`config.mk`:
```
export PLATFORM = sky130hd
export DESIGN_NAME = lsu_mem_ctrl
export DESIGN_NICKNAME = d
export VERILOG_FILES = /design/src/rtl/lsu_pkg.sv /design/src/rtl/lsu_mem_ctrl_load_align.sv /design/src/rtl/lsu_mem_ctrl.sv
export SDC_FILE = /design/constraint.sdc
export NUM_CORES = 1
export LEC_CHECK = 0
export BUFFER_PORTS_ARGS = -buffer_cell sky130_fd_sc_hd__clkbuf_2
export CAP_MARGIN = 20
export CORE_ASPECT_RATIO = 1.4
export CORE_MARGIN = 2
export CORE_UTILIZATION = 50
export DETAILED_ROUTE_END_ITERATION = 10
export GPL_ROUTABILITY_DRIVEN = 0
export PLACE_DENSITY_LB_ADDON = 0.3
export SETUP_SLACK_MARGIN = 0.05
export SYNTH_ARGS = -nofsm -noshare
export SYNTH_HDL_FRONTEND = slang
export SYNTH_SLANG_ARGS = --single-unit
```
`constraint.sdc`:
```
create_clock -name clk -period 2.89 [get_ports clk]
set_clock_uncertainty 0.2 [all_clocks]
set_input_delay 0.4335 -clock clk [delete_from_list [all_inputs] [get_ports clk]]
set_output_delay 0.4335 -clock clk [all_outputs]
set_load 0.02 [all_outputs]
```
`src/rtl/lsu_pkg.sv`:
```
// Shared types and helpers for the load/store unit memory controller.
// Holds funct3 codes, FSM states and lane/enable helper functions.
package lsu_pkg;

  localparam logic [2:0] F3_B  = 3'b000;
  localparam logic [2:0] F3_H  = 3'b001;
  localparam logic [2:0] F3_W  = 3'b010;
  localparam logic [2:0] F3_BU = 3'b100;
  localparam logic [2:0] F3_HU = 3'b101;

  typedef enum logic [1:0] {
    S_IDLE,
    S_REQ,
    S_WAIT,
    S_DONE
  } lsu_state_t;

  function automatic logic [3:0] be_gen(
    input logic [2:0] funct3,
    input logic [1:0] off
  );
    logic [3:0] be;
    be = 4'b1111;
    unique case (funct3[1:0])
      2'b00:   be = 4'b0001 << off;
      2'b01:   be = 4'b0011 << off;
      default: be = 4'b1111;
    endcase
    return be;
  endfunction

  function automatic logic [31:0] wdata_rep(
    input logic [2:0]  funct3,
    input logic [31:0] wd
  );
    logic [31:0] r;
    r = wd;
    unique case (funct3[1:0])
      2'b00:   r = {4{wd[7:0]}};
      2'b01:   r = {2{wd[15:0]}};
      default: r = wd;
    endcase
    return r;
  endfunction

  // Stores only exist as SB/SH/SW; unsigned forms are load-only.
  function automatic logic access_ok(
    input logic       we,
    input logic [2:0] funct3,
    input logic [1:0] off
  );
    logic ok;
    ok = 1'b0;
    unique case (funct3)
      F3_B:    ok = 1'b1;
      F3_H:    ok = ~off[0];
      F3_W:    ok = (off == 2'b00);
      F3_BU:   ok = ~we;
      F3_HU:   ok = ~we & ~off[0];
      default: ok = 1'b0;
    endcase
    return ok;
  endfunction

endpackage

```
`src/rtl/lsu_mem_ctrl_load_align.sv`:
```
// Selects the addressed byte/half of a memory word and extends it.
// Purely combinational so other refill paths can share it.
module lsu_load_align
  import lsu_pkg::*;
(
  input  logic [31:0] word_i,
  input  logic [1:0]  off_i,
  input  logic [2:0]  funct3_i,
  output logic [31:0] data_o
);

  logic [7:0]  b;
  logic [15:0] h;

  always_comb begin
    b = word_i[7:0];
    unique case (off_i)
      2'd0: b = word_i[7:0];
      2'd1: b = word_i[15:8];
      2'd2: b = word_i[23:16];
      2'd3: b = word_i[31:24];
    endcase
    h = off_i[1] ? word_i[31:16] : word_i[15:0];
  end

  always_comb begin
    data_o = word_i;
    unique case (funct3_i)
      F3_B:    data_o = {{24{b[7]}}, b};
      F3_BU:   data_o = {24'h0, b};
      F3_H:    data_o = {{16{h[15]}}, h};
      F3_HU:   data_o = {16'h0, h};
      default: data_o = word_i;
    endcase
  end

endmodule

```
`src/rtl/lsu_mem_ctrl.sv`:
```
// MEM-stage load/store initiator toward a handshaked data memory.
// Stalls the pipe per access, extends loads, flags faults/timeouts.
module lsu_mem_ctrl
  import lsu_pkg::*;
#(
  parameter int WIDTH   = 32,
  parameter int TIMEOUT = 64
) (
  input  logic             clk,
  input  logic             rst_n,
  input  logic             lsu_req,
  input  logic             lsu_we,
  input  logic [2:0]       lsu_funct3,
  input  logic [WIDTH-1:0] lsu_addr,
  input  logic [WIDTH-1:0] lsu_wdata,
  output logic             lsu_stall,
  output logic             lsu_done,
  output logic [WIDTH-1:0] lsu_rdata,
  output logic             lsu_fault,
  output logic             mem_req_valid,
  input  logic             mem_req_ready,
  output logic             mem_req_we,
  output logic [WIDTH-1:0] mem_req_addr,
  output logic [3:0]       mem_req_be,
  output logic [WIDTH-1:0] mem_req_wdata,
  input  logic             mem_resp_valid,
  input  logic [WIDTH-1:0] mem_resp_rdata
);

  localparam int CW = $clog2(TIMEOUT + 1);

  lsu_state_t       state_q, state_d;
  logic             we_q, we_d;
  logic [2:0]       f3_q, f3_d;
  logic [1:0]       off_q, off_d;
  logic [WIDTH-1:0] addr_q, addr_d;
  logic [WIDTH-1:0] wdata_q, wdata_d;
  logic [3:0]       be_q, be_d;
  logic [WIDTH-1:0] rdata_q, rdata_d;
  logic             fault_q, fault_d;
  logic [CW-1:0]    cnt_q, cnt_d;

  logic [WIDTH-1:0] ld_ext;
  logic             tmo;

  lsu_load_align u_align (
    .word_i   (mem_resp_rdata),
    .off_i    (off_q),
    .funct3_i (f3_q),
    .data_o   (ld_ext)
  );

  assign tmo = (cnt_q == CW'(TIMEOUT - 1));

  always_ff @(posedge clk or negedge rst_n) begin
    if (!rst_n) begin
      state_q <= S_IDLE;
      we_q    <= 1'b0;
      f3_q    <= 3'b0;
      off_q   <= 2'b0;
      addr_q  <= '0;
      wdata_q <= '0;
      be_q    <= 4'b0;
      rdata_q <= '0;
      fault_q <= 1'b0;
      cnt_q   <= '0;
    end else begin
      state_q <= state_d;
      we_q    <= we_d;
      f3_q    <= f3_d;
      off_q   <= off_d;
      addr_q  <= addr_d;
      wdata_q <= wdata_d;
      be_q    <= be_d;
      rdata_q <= rdata_d;
      fault_q <= fault_d;
      cnt_q   <= cnt_d;
    end
  end

  always_comb begin
    state_d       = state_q;
    we_d          = we_q;
    f3_d          = f3_q;
    off_d         = off_q;
    addr_d        = addr_q;
    wdata_d       = wdata_q;
    be_d          = be_q;
    rdata_d       = rdata_q;
    fault_d       = fault_q;
    cnt_d         = cnt_q;
    mem_req_valid = 1'b0;
    lsu_done      = 1'b0;
    unique case (state_q)
      S_IDLE: begin
        if (lsu_req) begin
          we_d    = lsu_we;
          f3_d    = lsu_funct3;
          off_d   = lsu_addr[1:0];
          addr_d  = {lsu_addr[WIDTH-1:2], 2'b00};
          be_d    = be_gen(lsu_funct3, lsu_addr[1:0]);
          wdata_d = wdata_rep(lsu_funct3, lsu_wdata);
          if (access_ok(lsu_we, lsu_funct3, lsu_addr[1:0])) begin
            state_d = S_REQ;
            cnt_d   = '0;
          end else begin
            state_d = S_DONE;
            fault_d = 1'b1;
            rdata_d = '0;
          end
        end
      end
      S_REQ: begin
        cnt_d = cnt_q + CW'(1);
        if (tmo) begin
          state_d = S_DONE;
          fault_d = 1'b1;
          rdata_d = '0;
        end else begin
          mem_req_valid = 1'b1;
          if (mem_req_ready) begin
            if (we_q) begin
              state_d = S_DONE;
              fault_d = 1'b0;
              rdata_d = '0;
            end else begin
              state_d = S_WAIT;
            end
          end
        end
      end
      S_WAIT: begin
        cnt_d = cnt_q + CW'(1);
        if (mem_resp_valid) begin
          state_d = S_DONE;
          fault_d = 1'b0;
          rdata_d = ld_ext;
        end else if (tmo) begin
          state_d = S_DONE;
          fault_d = 1'b1;
          rdata_d = '0;
        end
      end
      S_DONE: begin
        lsu_done = 1'b1;
        state_d  = S_IDLE;
      end
    endcase
  end

  // Stall is combinational so the first request cycle already holds the pipe.
  assign lsu_stall = (state_q == S_REQ) | (state_q == S_WAIT)
                   | ((state_q == S_IDLE) & lsu_req);

  assign lsu_rdata     = rdata_q;
  assign lsu_fault     = fault_q;
  assign mem_req_we    = we_q;
  assign mem_req_addr  = addr_q;
  assign mem_req_be    = be_q;
  assign mem_req_wdata = wdata_q;

endmodule

```
* After elaboration in Yosys (flattened, before gate mapping)
Cells that the tools add are included.
** Storage, ports and cells
- Bits in registers :: 114
- Bits of input ports :: 105
- Output and inout port bits :: 105
- Logic and storage cells :: 91
** Cells by class
- Add/sub/neg operators :: 1
- Equal/unequal tests :: 21
- Shifts and indexed selects :: 2
- Muxes and demuxes :: 38
- Bitwise operators :: 6
- Reductions and logical operators :: 13
** Operators by type and width (number)
- $mux 32 :: 7
- $pmux 32 s4 :: 1
- $pmux 32 s3 :: 1
- $pmux 32 s2 :: 1
- $pmux 8 s4 :: 1
- $mux 16 :: 1
- $mux 7 :: 2
- $pmux 7 s2 :: 1
- $mux 1 :: 13
- $eq 3x3->1 const B :: 4
- $mux 2 :: 6
- $ne 3x3->1 const B :: 3
- $eq 2x2->1 const B :: 4
- $logic_not 2->1 :: 4
- $pmux 2 s4 :: 1
- $pmux 4 s2 :: 1
- $add 7x1->7 const B :: 1
- $eq 7x6->1 const B :: 1
- $eq 2x1->1 const B :: 3
- $eq 3x1->1 const B :: 2
- $logic_not 3->1 :: 2
- $ne 2x2->1 const B :: 3
- $reduce_and 3->1 :: 2
- $reduce_and 6->1 :: 1
- 12 further kinds :: 15

* Logic depth before layout (Yosys ltp)
Gate-level depths: netlist (run 1).
- Word-level depth :: 8
- Gate-level depth with buffers :: 9

* Hierarchy
A second synthesis (run 1) with hierarchy kept.
** Second synthesis, totals
- Cell total of the unflattened synthesis :: 595
- Area, all modules :: 5935.7 um^2
** Modules (own cells, without submodules)
- lsu_mem_ctrl :: times used 1, cells each 484, area each 5267.6 um^2
- lsu_load_align :: times used 1, cells each 111, area each 668.1 um^2

* Least setup slack after synthesis (run 1)
No wires, ideal clock.
- Kind :: register to register
- From :: register state_q[0]
- To :: register rdata_q[13], in the netlist lsu_rdata[13]
- Setup time :: 0.125 ns
- Arrival :: 1.835 ns
- Required time :: 2.565 ns
- Slack :: 0.730 ns
- Stages on the path, launching flop included :: 8
- Buffers on the path :: 1
- Clock period less this slack :: 2.160 ns
- Cell sequence :: dfrtp_1 inv_1 ha_1 nand2_2 o31ai_2 and2_1 buf_2 mux2_2
** Between the ends
- Word-level cells in the longest chain between the ends :: 3
- Elaborated cells on any way between the ends :: 11
- Those cells by class :: eq/ne (7); mux (1); reduce/logical (3)
** RTL lines
- start, declared :: RTL line lsu_mem_ctrl.sv:32 : lsu_state_t state_q, state_d;
- start signal, assigned :: RTL line lsu_mem_ctrl.sv:68 : state_q <= state_d;
- $eq 2x1->1 (tied with other cells) :: RTL line lsu_mem_ctrl.sv:94 : unique case (state_q)
- $ne 3x3->1 (no source line) (tied with other cells)
- $reduce_and 6->1 (no source line)
- end signal, assigned :: RTL line lsu_mem_ctrl.sv:75 : rdata_q <= rdata_d;
- end, declared :: RTL line lsu_mem_ctrl.sv:39 : logic [WIDTH-1:0] rdata_q, rdata_d;
Several ways; a longest one is shown, not always the timed one.
A chain may end at the register's enable or synchronous reset.

* Worst setup path after layout (run 1)
- From :: register state_q[0]
- To :: output lsu_stall
** Between the ends
- Word-level cells in the longest chain between the ends :: 3
- Elaborated cells on any way between the ends :: 6
- Those cells by class :: eq/ne (2); bitwise (3); reduce/logical (1)
** RTL lines
- $eq 2x1->1 (tied with other cells) :: RTL line lsu_mem_ctrl.sv:152 : assign lsu_stall = (state_q == S_REQ) | (state_q == S_WAIT)
- $or 1x1->1 or $and 1x1->1 (tied branches) :: RTL line lsu_mem_ctrl.sv:152, lsu_mem_ctrl.sv:153
- $or 1x1->1 * :: RTL line lsu_mem_ctrl.sv:153 : | ((state_q == S_IDLE) & lsu_req);
- end, declared :: RTL line lsu_mem_ctrl.sv:16 : output logic lsu_stall,
Mark *: on every way between the ends. The rest lies on a longest branch, timed or not.

==> metrics.md, run 1 <==
| Metric | Value |
|---|---|
| Setup repair after global routing missed its margin | `no` |
| Outcome | `completed` |
| Die width | `94.1 um` |
| Max-slew headroom | `0.475` |
| CTS buffer count | `17` |
| CP max stage cell | `dfrtp_1` |
| Setup crit start kind | `flop` |
| F_max | `380 MHz` |
| Clk_lat worst skew | `400 ps` |
| Pint | `5.67 mW` |
| Htree depth | `4` |
| Sw frac | `0.412` |
| Synth warn | `0` |
| Sw power | `3.96 mW` |
| Synth Area per Inst | `10.5 um2` |
| Area Growth Syn to Fin | `32.0%` |
| Register share of total power | `0.300` |
| Final period util | `0.910` |
| Chip height | `130 um` |
| Synth unique cells | `55` |
| Via count | `4974` |
| Die Area | `12200 um2` |
| Num rows | `46` |
| Core area | `11200 um2` |
| Initial antenna violation count | `0` |
| CP Capture Type | `output port` |
| Finished Cell Area | `7500 um2` |
| ANT cells | `0` |
| Port-buffer cells | `207` |
| Largest net degree at the start of global routing | `64` |
| Area of placed instances | `6840 um2` |
| First-pass GRT wire length | `23300 um` |
| Crit path time final | `2630 ps` |
| Clock share of power | `0.238` |
| Fin cells | `895` |
| CTS Buffer Depth | `2` |
| Antenna viol nets, final | `0` |
| Via density | `5.56` |
| First drt pass iteration count | `5` |
| WHS | `57.3 ps` |
| Initial core utilization | `0.506` |
| Vias in the first global route | `4858` |
| Crit path max-delay family | `buffers and inverters` |
| Initial detailed-routing violation count | `269` |
| CP Max Fanout | `63` |
| Tightest Pin Transition | `786 ps` |
| Lkg Pwr | `3.57 nW` |
| # placed instances | `862` |
| Combinational power share | `0.462` |
| Worst IR drop on VDD | `0.000594 V` |
| Mapped cell area | `5680 um2` |
| Max_cap viols | `0` |
| # DRC | `0` |
| DP Wirelength | `11200 um` |
| Ordered list of cells on the worst path | `inv_1, ha_1, nand2_2, buf_6, nand2_1, clkbuf_2` |
| Final setup viols | `0` |
| Share of cells above drive strength 1 | `0.419` |
| Clock tree sinks | `114` |
| Synth top area share | `0.502` |
| Post-synth EDFFs | `0` |
| Nets | `849` |
| CTS tree | `yes` |
| Fin. max-slew vios | `0` |
| Setup TNS | `0 ps` |
| Gr ovfl total | `0` |
| Total Routing Usage GR | `0.245` |
| Buf/Inv on CP | `3` |
| #FFs+latches synth | `114` |
| IO Pins | `210` |
| Utilization after layout | `0.668` |
| Crit-path max cell delay | `400 ps` |
| Syn Inst Count | `539` |
| Post-DR wirelength/cell | `16.7 um` |
| Yosys top cell by area | `dfrtp_1` |
| Clk slew on worst S/H paths | `50 ps` |
| WP data required | `2260 ps` |
| WS Path Type | `flop to output port` |
| Endpoints failing hold | `0` |
| Ys flop type | `dfrtp_1` |
| PD cells | `1280 nW/um2` |
| Seq/Total Area, Yosys | `0.502` |
| Arr. time, crit path | `2000 ps` |
| Asr flop ratio synth | `1.00` |
| Top cells by area, synth | `dfrtp_1 (50%), mux2_2 (9.1%), mux2i_1 (5.1%), a21oi_1 (4.0%), nand2_1 (3.8%)` |
| Post-detailed-routing wire length | `15000 um` |
| Root buf cell | `clkbuf_16` |
| HP Class | `primary input to flop` |
==> kinds of logic (layout without fill, tap and decap cells) <==
kind of cell,count (synthesis),in the layout,synth area share
flip-flops,114,114,0.502
AND/OR/NAND/NOR,133,133,0.120
buffers and inverters,51,262,0.0416
AO/OA/AOI/OAI,157,157,0.174
multiplexers,77,77,0.148
other,1,2,0.000660
adder cells (fa/ha/maj),6,6,0.0132
==> flip-flops by register name, indices dropped and copies added (netlist names), 2 cells and up <==
| register | count |
|---|---|
| lsu_rdata | 32 |
| mem_req_addr | 30 |
| cnt_q | 7 |
| off_q | 2 |
| f3_q | 3 |
| mem_req_wdata | 32 |
| state_q | 2 |
| mem_req_be | 4 |
==> layer usage <==
| metal | track usage | vias to the layer above | part of all wire |
|---|---|---|---|
| li1 | - | 2361 | - |
| met1 | 0.286 | 2387 | 0.39 |
| met2 | 0.419 | 198 | 0.51 |
| met3 | 0.0670 | 28 | 0.070 |
| met4 | 0.112 | 0 | 0.027 |
| met5 | 0 | - | 0 |
==> worst register-to-register path, cell delays in order (launching register included) <==
cell and delay (ps):
dfrtp_1 420, inv_1 140, ha_1 300, nand2_2 120, o31ai_4 250, and2_2 490, mux2_2 400
==> stage by stage <==
| stage | total power [mW] | setup WS (ps) |
|---|---|---|
| after detailed placement | 7.37 | 191 |
| after global routing | 10.2 | 135 |
| after CTS | 9.69 | 109 |
| after global placement | 7.19 | 251 |
| after floorplan | 5.97 | 730 |
| final | 9.63 | 261 |
==> layout make-up <==
class,count,area [um2]
flip-flops and latches,114,2850
inverters,5,18.8
multi-input cells,375,2610
clock buffers,19,443
well taps,144,180
clock inverters,13,208
repair buffers,225,1190
fillers,882,3720
==> layout by cell type (no fill, tap or decap), types with 2 or more instances in the layout <==
cell type | synthesis | routed
clkbuf_2 | 0 | 206
dfrtp_1 | 114 | 114
nand2_1 | 57 | 57
mux2_2 | 46 | 46
a21oi_1 | 45 | 45
o21ai_0 | 39 | 39
a31oi_1 | 33 | 33
mux2i_1 | 29 | 29
nand3_1 | 18 | 18
clkbuf_16 | 0 | 17
nor2_1 | 16 | 16
buf_4 | 2 | 16
nor2b_1 | 8 | 8
nand2b_1 | 8 | 8
nand3b_1 | 7 | 7
nand4b_1 | 6 | 6
ha_1 | 6 | 6
inv_1 | 5 | 5
a211oi_1 | 5 | 5
a21o_1 | 5 | 5
a311o_1 | 5 | 5
bufinv_16 | 0 | 5
clkinvlp_4 | 0 | 4
o21bai_1 | 3 | 3
and2_2 | 0 | 2
a2111o_1 | 2 | 2
and3_1 | 2 | 2
a31o_2 | 2 | 2
a21boi_0 | 2 | 2
conb_1 | 1 | 2
clkinv_2 | 0 | 2
==> path summary, 6_finish.rpt <==
check	cells past startpoint	start	endpoint	slack, ps
setup / recovery	6	state_q[0]	lsu_stall	260
hold / removal	2	lsu_addr[11]	mem_req_addr[11]	60
setup reg to reg	6	state_q[0]	lsu_rdata[14]	460
hold reg to reg	2	mem_req_wdata[28]	mem_req_wdata[28]	280
max in group asynchronous	3	rst_n	mem_req_be[3]	1360
min in group asynchronous	2	rst_n	mem_req_addr[23]	410
==> Yosys cell counts (all sizes together) (3+ instances only) <==
master,number
nand3b,7
nor2,17
nor2b,9
buf,22
nand4b,6
mux2,47
a211oi,5
clkbuf,24
o21bai,3
inv,5
nand2,58
and2,3
nand3,18
o21ai,41
dfrtp,114
a21o,5
mux2i,29
ha,6
nand2b,8
a31oi,33
a21oi,45
a311o,5
==> power groups by stage <==
stage	clock network [mW]	registers [mW]	logic (mW)
finish	2.29	2.89	4.45
global route	2.39	2.99	4.87
CTS	2.32	2.89	4.48
detailed placement	0	2.91	4.47
global placement	0	2.86	4.33
floorplan	0	3.66	2.31
==> timing repair <==
| item | 4_1_cts | 5_1_grt |
|---|---|---|
| setup endpoints to repair | 0 | 4 |
| buffers inserted | 0 | 0 |
| hold buffers | 1 | 0 |
| hold endpoints to repair | 52 | 0 |
| resized for setup | 0 | 2 |
No activity file was read; power rests on OpenSTA's default activity.
==> inputs of run 2 (changes only) <==
- CORE_MARGIN: 2 -> not set
- clock period: 2.89 -> 2.6 ns (I/O delays scaled with it)
==> run 2 against run 1 <==
Compared with the run above:
- sequential share of layout area decreased by 0.96 points
- final area up 2.6%
- non-clock buffer count increased by 17
- worst setup slack got worse by 70 ps
- core utilization is 3.3 points higher
- sequential power is 12% higher
- clock-buffer cell count shrank 2
- via count rose by 2.8%
- global-route usage increased by 3.3 points
- flip-flop and latch count unchanged
- die area is 3.6% lower
==> metrics.md, run 2 (synthesis gave the netlist of run 1 again) <==
| Metric | Value |
|---|---|
| Outcome | `completed` |
| WP data required | `2010 ps (-250 ps)` |
| Fin. max-slew vios | `0 (unchanged)` |
| Core area | `11000 um2 (-2.2%)` |
| Port-buffer cells | `207 (unchanged)` |
| Worst IR drop on VDD | `0.000891 V (+50%)` |
| Finished Cell Area | `7690 um2 (+2.6%)` |
| Lkg Pwr | `3.65 nW (+2.4%)` |
| Arr. time, crit path | `1820 ps (-180 ps)` |
| Initial core utilization | `0.517 (+0.0112)` |
| Setup ws final | `191 ps (-69.9 ps)` |
| Root buf cell | `clkbuf_16` |
| Gr ovfl total | `0 (unchanged)` |
| PD cells | `1430 nW/um2 (+12%)` |
| Utilization after layout | `0.701 (+0.0325)` |
| WS Path Type | `flop to output port` |
| Post-detailed-routing wire length | `15900 um (+6.0%)` |
| Htree depth | `4 (unchanged)` |
| Die Area | `11800 um2 (-3.6%)` |
| # placed instances | `863 (+0.12%)` |
| Largest net degree at the start of global routing | `43 (-33%)` |
| Clk slew on worst S/H paths | `50 ps (about the same)` |
| Num rows | `45 (-2.2%)` |
| Commonest cells after routing, fill and taps aside | `clkbuf_2 (206), dfrtp_1 (114), nand2_1 (57)` |
| Chip height | `128 um (-1.5%)` |
| F_max | `415 MHz` |
| Nets | `866 (+2.0%)` |
| Final period util | `0.926` |
| Total Routing Usage GR | `0.278 (+0.0329)` |
| Setup TNS | `0 ps (unchanged)` |
| Power, Total | `11.0 mW (+14%)` |
| Area Growth Syn to Fin | `35.5%` |
| Fin cells | `909 (+1.6%)` |
| DP Worst Slack | `277 ps (+86.3 ps)` |
| Clock tree sinks | `114 (unchanged)` |
| First-pass GRT wire length | `25300 um (+8.2%)` |
| First drt pass iteration count | `5 (unchanged)` |
| Setup crit start kind | `flop` |
| Vias in the first global route | `5257 (+8.2%)` |
| Initial detailed-routing violation count | `206 (-23%)` |
| CTS buffer count | `17 (unchanged)` |
| Fill cell count | `833 (-5.6%)` |
| IO Pins | `210 (unchanged)` |
| ANT cells | `0 (unchanged)` |
| Max_cap viols | `0 (unchanged)` |
| Share of cells above drive strength 1 | `0.417 (-0.00277)` |
| Max-slew headroom | `0.526 (+0.0517)` |
| Via density | `5.62 (+1.2%)` |
| Clk_lat worst skew | `410 ps (about the same)` |
| Commonest non-fill, non-tap cell in the layout | `clkbuf_2` |
| Setup repair after global routing missed its margin | `no` |
| WHS | `15.9 ps (-41.4 ps)` |
| CTS tree | `yes` |
| DP Wirelength | `11600 um (+3.0%)` |
| Post-DR wirelength/cell | `17.5 um (+4.4%)` |
| CP Max Fanout | `6 (-90%)` |
| CP Capture Type | `output port` |
| CTS Buffer Depth | `2 (unchanged)` |
| Via count | `5111 (+2.8%)` |
| Antenna viol nets, final | `0 (unchanged)` |
| Initial antenna violation count | `0 (unchanged)` |
| Area of placed instances | `6860 um2 (+0.38%)` |
| Tightest Pin Transition | `706 ps (-80.6 ps)` |
| # DRC | `0 (unchanged)` |
| Endpoints failing hold | `0 (unchanged)` |
| HP Class | `primary input to flop` |
| Crit path time final | `2410 ps` |
| Post-CTS Setup Inserts | `0 (unchanged)` |
| Final setup viols | `0 (unchanged)` |
| Die width | `92.1 um (-2.1%)` |
==> run 2: what timing repair did <==
item	CTS	global route
hold buffers	14	0
gates resized for setup	0	2
hold endpoints to repair	51	0
setup endpoints to repair	0	1
==> run 2: final timing paths <==
path | end | slack, ps | cells after the start | startpoint
max | mem_req_valid | 190 | 5 | cnt_q[0]
min | mem_req_addr[6] | 20 | 2 | lsu_addr[6]
max reg2reg | lsu_rdata[6] | 280 | 7 | state_q[0]
min reg2reg | mem_req_wdata[30] | 280 | 2 | mem_req_wdata[30]
max in group asynchronous | mem_req_addr[27] | 1100 | 3 | rst_n
min in group asynchronous | lsu_rdata[2] | 310 | 2 | rst_n
==> run 2: worst max-delay path: stages, from the launching register on <==
cell and delay (ps):
dfrtp_1 410, ha_1 190, nand3_1 210, nor3_1 350, nor2b_1 80, clkbuf_2 170
==> run 2: power breakdown <==
part | total [mW] | switching [mW] | internal [mW]
clock network | 2.68 | 0.868 | 1.81
logic | 5.10 | 3.12 | 1.98
registers | 3.25 | 0.571 | 2.68
total | 11.0 | 4.55 | 6.47
==> run 2: area by class of cell <==
| class | instances | area [um2] | share of cell area |
|---|---|---|---|
| timing repair buffer | 242 | 1350 | 0.175 |
| multi-input combinational | 375 | 2620 | 0.340 |
| clock buffer | 17 | 425 | 0.0553 |
| tap | 141 | 176 | 0.0229 |
| sequential | 114 | 2850 | 0.371 |
| inverter | 5 | 18.8 | 0.00244 |
| clock inverter | 15 | 255 | 0.0332 |
==> run 2: metal layers <==
layer / GRT usage / part of all wire
met1: 0.300 / 0.38
met5: 0 / 0
met3: 0.0700 / 0.066
met4: 0.135 / 0.030
met2: 0.502 / 0.53
